[config.mk]
export PLATFORM = sky130hd
export DESIGN_NAME = branch_check
export DESIGN_NICKNAME = d
export VERILOG_FILES = /design/src/rtl/branch_check.sv
export SDC_FILE = /design/constraint.sdc
export NUM_CORES = 1
export LEC_CHECK = 0
export CORE_UTILIZATION = 45
export CTS_CLUSTER_SIZE = 14
export DETAILED_ROUTE_END_ITERATION = 6
export PLACE_DENSITY = 0.78
export SETUP_SLACK_MARGIN = 0.15
export SYNTH_ARGS = -nofsm -noshare
export SYNTH_HDL_FRONTEND = slang
export SYNTH_SLANG_ARGS = --single-unit
[constraint.sdc]
create_clock -name clk -period 8.3 [get_ports clk]
set_clock_uncertainty 0.05 [all_clocks]
set_input_delay 1.245 -clock clk [delete_from_list [all_inputs] [get_ports clk]]
set_output_delay 1.245 -clock clk [all_outputs]
set_load 0.03 [all_outputs]
[src/rtl/branch_check.sv]
// Branch prediction checker: queues IF predictions and resolves them against ID.
// Optional statistics counters are enabled by defining BRANCH_CHECK_STAT_EN.
module branch_check #(
  parameter int QUEUE_DEPTH = 4
) (
  input  logic        clk,
  input  logic        resetn,
  input  logic        stall,
  input  logic        pred_push,
  input  logic [31:0] pred_pc,
  input  logic [32:0] pred_pta,
  input  logic        id_valid,
  input  logic [31:0] id_pc,
  input  logic        id_is_branch,
  input  logic [1:0]  id_br_type,
  input  logic        id_dir,
  input  logic [31:0] id_tar,
  output logic        queue_full,
  output logic        queue_empty,
  output logic [34:0] branch_info,
  output logic        branch_info_valid,
  output logic        pred_flag,
  output logic        flush,
  output logic [31:0] redirect_pc
`ifdef BRANCH_CHECK_STAT_EN
  ,
  output logic [31:0] stat_branches,
  output logic [31:0] stat_mispred
`endif
);

  localparam int AW = (QUEUE_DEPTH > 1) ? $clog2(QUEUE_DEPTH) : 1;
  localparam int CW = AW + 1;

  typedef enum logic {NORMAL, FLUSH} state_t;

  state_t        state;
  logic [31:0]   pc_mem  [QUEUE_DEPTH];
  logic          dir_mem [QUEUE_DEPTH];
  logic [31:0]   tar_mem [QUEUE_DEPTH];
  logic [AW-1:0] rd_ptr;
  logic [AW-1:0] wr_ptr;
  logic [CW-1:0] count;

  logic        head_valid;
  logic [31:0] head_pc;
  logic        head_dir;
  logic [31:0] head_tar;
  logic        pop;
  logic        deq;
  logic        push;
  logic        mispredict;
  logic [31:0] redirect_calc;

  assign queue_full  = (count == CW'(QUEUE_DEPTH));
  assign queue_empty = (count == '0);

  // An empty queue behaves as a not-taken prediction with no PC to compare against.
  always_comb begin
    head_valid    = !queue_empty;
    head_pc       = pc_mem[rd_ptr];
    head_dir      = head_valid & dir_mem[rd_ptr];
    head_tar      = head_valid ? tar_mem[rd_ptr] : 32'd0;
    pop           = id_valid & !stall & (state == NORMAL);
    deq           = pop & head_valid;
    push          = pred_push & !stall & (state == NORMAL) & (!queue_full | deq);
    mispredict    = head_valid & (head_pc != id_pc);
    redirect_calc = id_pc + 32'd4;
    if (id_is_branch) begin
      if ((head_dir != id_dir) || (head_dir && id_dir && (head_tar != id_tar)))
        mispredict = 1'b1;
      redirect_calc = id_dir ? id_tar : id_pc + 32'd8;
    end else if (head_dir) begin
      mispredict = 1'b1;
    end
  end

  always_ff @(posedge clk) begin
    if (push) begin
      pc_mem[wr_ptr]  <= pred_pc;
      dir_mem[wr_ptr] <= pred_pta[32];
      tar_mem[wr_ptr] <= pred_pta[31:0];
    end
  end

  always_ff @(posedge clk or negedge resetn) begin
    if (!resetn) begin
      state             <= NORMAL;
      rd_ptr            <= '0;
      wr_ptr            <= '0;
      count             <= '0;
      branch_info       <= '0;
      branch_info_valid <= 1'b0;
      pred_flag         <= 1'b1;
      flush             <= 1'b0;
      redirect_pc       <= '0;
    end else if (!stall) begin
      case (state)
        NORMAL: begin
          branch_info_valid <= pop & id_is_branch;
          pred_flag         <= !(pop & mispredict);
          if (pop && id_is_branch)
            branch_info <= {id_dir, id_tar, id_br_type};
          if (pop && mispredict) begin
            state       <= FLUSH;
            flush       <= 1'b1;
            redirect_pc <= redirect_calc;
            rd_ptr      <= '0;
            wr_ptr      <= '0;
            count       <= '0;
          end else begin
            if (push) wr_ptr <= wr_ptr + AW'(1);
            if (deq)  rd_ptr <= rd_ptr + AW'(1);
            case ({push, deq})
              2'b10:   count <= count + CW'(1);
              2'b01:   count <= count - CW'(1);
              default: count <= count;
            endcase
          end
        end
        FLUSH: begin
          state             <= NORMAL;
          flush             <= 1'b0;
          branch_info_valid <= 1'b0;
          pred_flag         <= 1'b1;
          rd_ptr            <= '0;
          wr_ptr            <= '0;
          count             <= '0;
        end
        default: state <= NORMAL;
      endcase
    end
  end

`ifdef BRANCH_CHECK_STAT_EN
  // Saturating event counters; pops only happen in NORMAL and never under stall.
  always_ff @(posedge clk or negedge resetn) begin
    if (!resetn) begin
      stat_branches <= '0;
      stat_mispred  <= '0;
    end else begin
      if (pop && id_is_branch && (stat_branches != '1))
        stat_branches <= stat_branches + 32'd1;
      if (pop && mispredict && (stat_mispred != '1))
        stat_mispred <= stat_mispred + 32'd1;
    end
  end
`endif

endmodule

==> metrics.md, run 1 <==
| Metric | Value |
|---|---|
| RePlAce Congestion | 0.8913 |
| Area leader, netlist | edfxtp_1 |
| Num Clock Sinks | 338 |
| RSZ-0062 raised after global routing | no |
| Main combinational cell family by area after synthesis | multiplexers |
| CTS Buffer Depth | 3 |
| FP Rows | 66 |
| Period utilisation layout | 0.5876 |
| Max Fclk | 205.1 MHz |
| Ys async rst share | 0.2308 |
| # setup viols final | 0 |
| Design area | 18470 µm² |
| Min-delay src | branch_info_valid |
| GR peak layer | met2 |
| Die width | roughly 180 µm |
| WHS | 0.4318 ns |
| GRT Util Overall | 0.2340 |
| Grt ovf | 0 |
| Syn Nets | 1089 |
| Crit path max fanout | 42 |
| Vias | 9302 |
| Post-Synth Simple-Gate Area | 0.06933 |
| Inserted Clock Buffers | 35 |
| Largest cells by area after synthesis | edfxtp_1, dfrtp_1, mux4_2 |
| DRC Markers | 0 |
| Setup crit start | rd_ptr[0] |
| Rel. slew slack | 0.2930 |
| R2R Path Start | rd_ptr[0] |
| Layout Cells excl Fill | 1617 |
| Min-Delay Path Class | register to register |
| Synth cell types | 61 |
| Antenna violations before repair | 0 |
| Adder-Cell Fraction of Synth Area | 0.007227 |
| FF+latch count, synth | ~340 |
| Chip height | ~180 µm |
| Mux share of post-synthesis cell area | 0.1485 |
| Clock Latency Late Sink | 0.51 ns |
| Crit path DAT | 5.21 ns |
| Post-route setup slack | 3.423 ns |
| GR Util met1 | 0.3192 |
| Layout Area Growth over Synthesis | 24.03% |
| Total core area | 32540 µm² |
| Setup Slack @ Placement | 3.430 ns |
| Post-synth EDFFs | 260 |
| Final hold violations | 0 |
| DR iter-0 viols | 772 |
| Leakage | 6.173 nW |
| Placed standard-cell area | 17350 µm² |
| DRT Pass-1 Iters | 5 |
| Final ANT Viol Nets | 0 |
| WS Path Type | register to register |
| Vias in the first global route | 9459 |
| Routed len/inst | 23.91 µm |
| Largest net degree at the start of global routing | 79 |
| Filler cells | between 2000 and 3000 |
| Post-synthesis xor/xnor area fraction | 0.03647 |
| Setup bufs post-CTS | 0 |
| Number of max-cap violations | 0 |
| Initial core utilization | 0.4576 |
| Hold Buf Count CTS | 0 |
| Ys flop type | edfxtp_1 |
| Worst setup SP type | register |
| Layout Nets | 1297 |
| Clk root buf | clkbuf_16 |
| Synth Area in Compound Gates | 0.06093 |
| Ys Warns | 0 |
| Worst-path clk slew | 0.06 ns |
| Final TNS setup | 0 ns |
| Final Critical Period | 4.877 ns |
| First-pass GRT wire length | just under 60000 µm |
| Worst vdd ir | 0.1757 mV |
| Placed Cells | 1556 |
| Die Footprint | 33820 µm² |
| Power per Cell Area | 328.3 nW/µm² |
| Crit path capture type | register |
| Vias per cell | 5.753 |
| Mapped cell area | 14890 µm² |
| Synthesized area per cell | 15.79 µm² |
| Cells after synthesis | 943 |
| Layout cells sized above 1 | 0.1532 |
| WL final | 38660 µm |
| Synth top cells by count | edfxtp_1, dfrtp_1, mux4_2 |
| Post-DP HPWL | 26950 µm |
| Ant. Diodes | 0 |
| Slew @ Worst Pin | 1.061 ns |
| Sequential fraction of the synthesis area | 0.6556 |
| I/O Buffers | 209 |
| Most instantiated library cell after synthesis | edfxtp_1 |
| WP data required | 8.63 ns |
| # IOs | 210 |
| Status | complete, no violations |
| M2 GR Usage | 0.3700 |
| Cts repair resizes | 0 |
| Synth top area share | 0.5244 |
| Met3 GRT Util | 0.04774 |
| H-tree Lvls | 2 |
| Pins Over Slew Limit | 0 |
| CTS tree | built |
power by group:
group / internal (mW) / switching (mW) / leakage [nW]
clock: 0.908 / 0.620 / 0.548
sequential: 2.14 / 0.205 / 3.28
combinational: 1.01 / 1.18 / 2.35
sequential cells by signal (all words and copies together) (netlist names):
register,flops
pc_mem,128
branch_info_valid,1
state,1
tar_mem,128
flush,1
pred_flag,1
redirect_pc,32
branch_info,35
dir_mem,4
wr_ptr,2
rd_ptr,2
count,3
cell usage in the layout, fill, tap and decap left out, types with 11 or more instances in the layout:
| cell type | netlist | final |
|---|---|---|
| clkdlybuf4s50_1 | 0 | 208 |
| mux2_2 | 37 | 37 |
| mux2_1 | 24 | 24 |
| nor3_1 | 11 | 11 |
| nor3b_1 | 11 | 11 |
| a21oi_1 | 35 | 35 |
| mux4_2 | 65 | 65 |
| clkbuf_16 | 0 | 35 |
| inv_1 | 11 | 11 |
| edfxtp_1 | 260 | 260 |
| nand2_1 | 37 | 37 |
| nor2_1 | 56 | 56 |
| dfrtp_1 | 77 | 75 |
| xnor2_1 | 52 | 52 |
| buf_4 | 3 | 13 |
| nand3_1 | 20 | 20 |
| nand4_1 | 35 | 35 |
| o21ai_0 | 33 | 33 |
worst max-delay path: stages (launching register included):
cell and delay, ns:
dfrtp_4 0.93, buf_4 0.53, mux4_2 0.57, xnor2_1 0.18, nand4_1 0.17, nor4_1 0.54
a31oi_1 0.23, a21oi_2 0.24, o21a_2 0.86, mux2_2 0.42
final cells by class:
| type | count | area, µm² | share of cell area |
|---|---|---|---|
| sequential | 338 | 9766 | 0.5289 |
| multi-input combinational | 543 | 4808 | 0.2604 |
| timing repair buffer | 221 | 2180 | 0.1180 |
| clock buffer | 47 | 960.9 | 0.05204 |
| tap | 442 | 553.0 | 0.02995 |
| clock inverter | 14 | 152.6 | 0.008267 |
| inverter | 12 | 45.04 | 0.002439 |
per-stage QoR:
step                      utilization  power [mW]
after floorplan                     -       3.820
final                          0.5675       6.062
after global placement         0.5333       4.514
after global routing           0.5675       6.327
after detailed placement       0.5333       4.574
after CTS                      0.5675       6.112
layer usage:
layer,routed length [µm],up-vias
li1,-,4124
met1,16100,4755
met2,18400,356
met3,2807,67
met4,1352,0
met5,0,-
cells by family after synthesis:
kind of cell,after synthesis
mux,132
fa+ha+maj,8
xor+xnor,62
buf+inv,62
simple gates,202
flops,338
compound gates,139
final timing paths:
path	to	slack (ns)	depth (start not counted)
max in group asynchronous	rd_ptr[0]	6.54	1
max reg2reg	redirect_pc[21]	3.42	9
min	branch_info_valid	0.43	1
min in group asynchronous	branch_info[0]	0.86	1
max	redirect_pc[21]	3.42	9
min reg2reg	branch_info_valid	0.43	1
Note: power is estimated with default switching activity, not from simulation.
==> run 2, diff against run 1 <==
--- a/config.mk
+++ b/config.mk
@@ -8,7 +8,7 @@
 export CORE_UTILIZATION = 45
 export CTS_CLUSTER_SIZE = 14
 export DETAILED_ROUTE_END_ITERATION = 6
-export PLACE_DENSITY = 0.78
+export PLACE_DENSITY = 0.8
 export SETUP_SLACK_MARGIN = 0.15
 export SYNTH_ARGS = -nofsm -noshare
 export SYNTH_HDL_FRONTEND = slang
==> constraint.sdc (replaced) <==
create_clock -name clk -period 4.45 [get_ports clk]
set_clock_uncertainty 0.05 [all_clocks]
set_input_delay 0.6675 -clock clk [delete_from_list [all_inputs] [get_ports clk]]
set_output_delay 0.6675 -clock clk [all_outputs]
set_load 0.03 [all_outputs]
==> metrics.md, run 2 (synthesized netlist as in run 1, its figures left out) <==
| Metric | Value |
|---|---|
| Final TNS setup | 0 ns |
| Pins Over Slew Limit | 0 |
| Max incr delay on CP | 0.67 ns |
| Vias | roughly 9700 |
| Top Registers | pc_mem x128, tar_mem x128, branch_info x35 |
| Pint | 7.520 mW |
| Sw frac | 0.3347 |
| Period utilisation layout | 0.8703 |
| Initial core utilization | 0.4576 |
| Combinational share of power | 0.368 |
| Cts repair resizes | 0 |
| Layout Nets | 1310 |
| DR iter-0 viols | 1090 |
| DRT Pass-1 Iters | 5 |
| Crit path capture type | register |
| Buf+Inv Stages, Crit Path | 2 |
| Setup Slack @ Placement | just under 0.6 ns |
| Final ANT Viol Nets | 0 |
| Hold Buf Count CTS | 0 |
| Number of max-cap violations | 0 |
| Routed len/inst | 24.12 µm |
| Min-Delay Path Class | input pin to asynchronous set/reset pin |
| WS Path Type | register to register |
| Post-route setup slack | 0.5772 ns |
| Crit path DAT | 4.21 ns |
| Die width | 183.9 µm |
| Sequential share of power | 0.390 |
| Crit path max fanout | 29 |
| Power per Cell Area | 606.8 nW/µm² |
| Switching pwr | between 3 and 4 mW |
| Rel. slew slack | 0.2904 |
| Setup bufs post-CTS | 0 |
| # IOs | 210 |
| Max Fclk | 258.2 MHz |
| WL final | 39440 µm |
| Vias in the first global route | about 9600 |
| Worst path top cell family by delay | multiplexers |
| RSZ-0062 raised after global routing | no |
| I/O Buffers | 209 |
| H-tree Lvls | 2 |
| Total core area | 32540 µm² |
| Filler cells | about 2500 |
| Layout Area Growth over Synthesis | 25.12% |
| Num Clock Sinks | approximately 340 |
| Most frequent cells in the layout | edfxtp_1, clkdlybuf4s50_1, dfrtp_1 |
| Chip height | 183.9 µm |
| R2R cell count | 10 |
| CTS Buffer Depth | 3 |
| Worst setup SP type | register |
| Leakage | 6.228 nW |
| GRT Util Overall | 0.2372 |
| Die Footprint | between 30000 and 40000 µm² |
| Worst-path clk slew | 0.06 ns |
| Clock power share | 0.243 |
| CP Cell Sequence | buf_12 -> mux4_2 -> nor2_1 -> nor2_1 -> o32ai_1 -> nand4_1 -> nor4_4 -> o21a_2 -> buf_4 -> mux2_1 |
| Worst path depth | 10 |
| DRC Markers | 0 |
| Vias per cell | approximately 5.9 |
| Status | complete, no violations |
| Inserted Clock Buffers | 35 |
| Multi-input gate area | 4808 µm² |
| Most common cell after layout, fill and taps aside | edfxtp_1 |
| Grt ovf | 0 |
| Register area | 9766 µm² |
| Layout Cells excl Fill | 1635 |
| Placed Cells | between 1500 and 2000 |
| # setup viols final | 0 |
| Crit-path slowest cell | dfrtp_4 |
| WP data required | 4.79 ns |
| FP Rows | 66 |
| Worst vdd ir | 0.3278 mV |
| Final hold violations | 0 |
| Layout cells sized above 1 | 0.1579 |
| RePlAce Congestion | 0.9706 |
| Clk root buf | clkbuf_16 |
| Clock Latency Late Sink | 0.52 ns |
| Final Critical Period | 3.873 ns |
| WHS | 0.2743 ns |
| Largest net degree at the start of global routing | 79 |
| Cell repeated most along the worst path | nor2_1 |
| First-pass GRT wire length | 58730 µm |
| CTS tree | built |
| Slew @ Worst Pin | 1.064 ns |
| Post-DP HPWL | 27190 µm |
| Antenna violations before repair | 1 |
run 2: changes by cell type in the layout (fill, tap and decap cells not counted):
cell	change
buf_12	+8
buf_4	+5
bufinv_16	-3
clkbuf_1	+6
clkbuf_16	+1
clkinv_1	+2
clkinv_2	-4
clkinv_8	+1
clkinvlp_4	+1
diode_2	+2
inv_6	-1
run 2: layout make-up:
class,count,area share
Antenna cell,2,0.0002687
Clock buffer,54,0.05414
Clock inverter,10,0.003493
Inverter,12,0.002418
Multi-Input combinational cell,543,0.2581
Sequential cell,338,0.5242
Tap cell,442,0.02969
Timing Repair Buffer,234,0.1276
run 2: power by group through the flow:
| stage | Combinational [mW] | Clock [mW] | Sequential [mW] |
|---|---|---|---|
| finish | 4.16 | 2.74 | 4.40 |
| global route | 4.41 | 2.90 | 4.47 |
| CTS | 4.18 | 2.78 | 4.41 |
| detailed placement | 4.15 | 0 | 4.46 |
| global placement | 4.07 | 0 | 4.44 |
| floorplan | 2.24 | 0 | 4.88 |
run 2: worst register-to-register path: stages, from the launching register on:
cell	delay, ns
dfrtp_4	0.67
buf_12	0.30
mux4_2	0.61
nor2_1	0.15
nor2_1	0.06
o32ai_1	0.31
nand4_1	0.25
nor4_4	0.43
o21a_2	0.21
buf_4	0.32
mux2_1	0.38
run 2: metal layers:
| metal | up-vias | GRT usage | routed length [µm] | part of all wire |
|---|---|---|---|---|
| li1 | 4163 | - | - | - |
| met1 | 4920 | 0.3286 | 16160 | 0.41 |
| met2 | 529 | 0.3795 | 18910 | 0.48 |
| met3 | 80 | 0.04398 | 3309 | 0.084 |
| met4 | 0 | 0.07633 | 1063 | 0.027 |
| met5 | - | 0 | 0 | 0 |
run 2: path summary, 6_finish.rpt:
kind                                endpoint  slack (ns)         startpoint
min reg2reg                branch_info_valid        0.44  branch_info_valid
max reg2reg                   redirect_pc[3]        0.58          rd_ptr[0]
min in group clk           branch_info_valid        0.44  branch_info_valid
min                          branch_info[30]        0.27             resetn
max in group asynchronous          rd_ptr[0]        3.28             resetn
max                           redirect_pc[3]        0.58          rd_ptr[0]
run 2: through the flow:
stage               cell area [µm²]  power (mW)  utilization
detailed placement            17550       8.614       0.5394
floorplan                     14890       7.125            -
finish                        18630       11.30       0.5725
CTS                           18620       11.36       0.5724
global placement              17550       8.511       0.5394
global route                  18630       11.78       0.5725
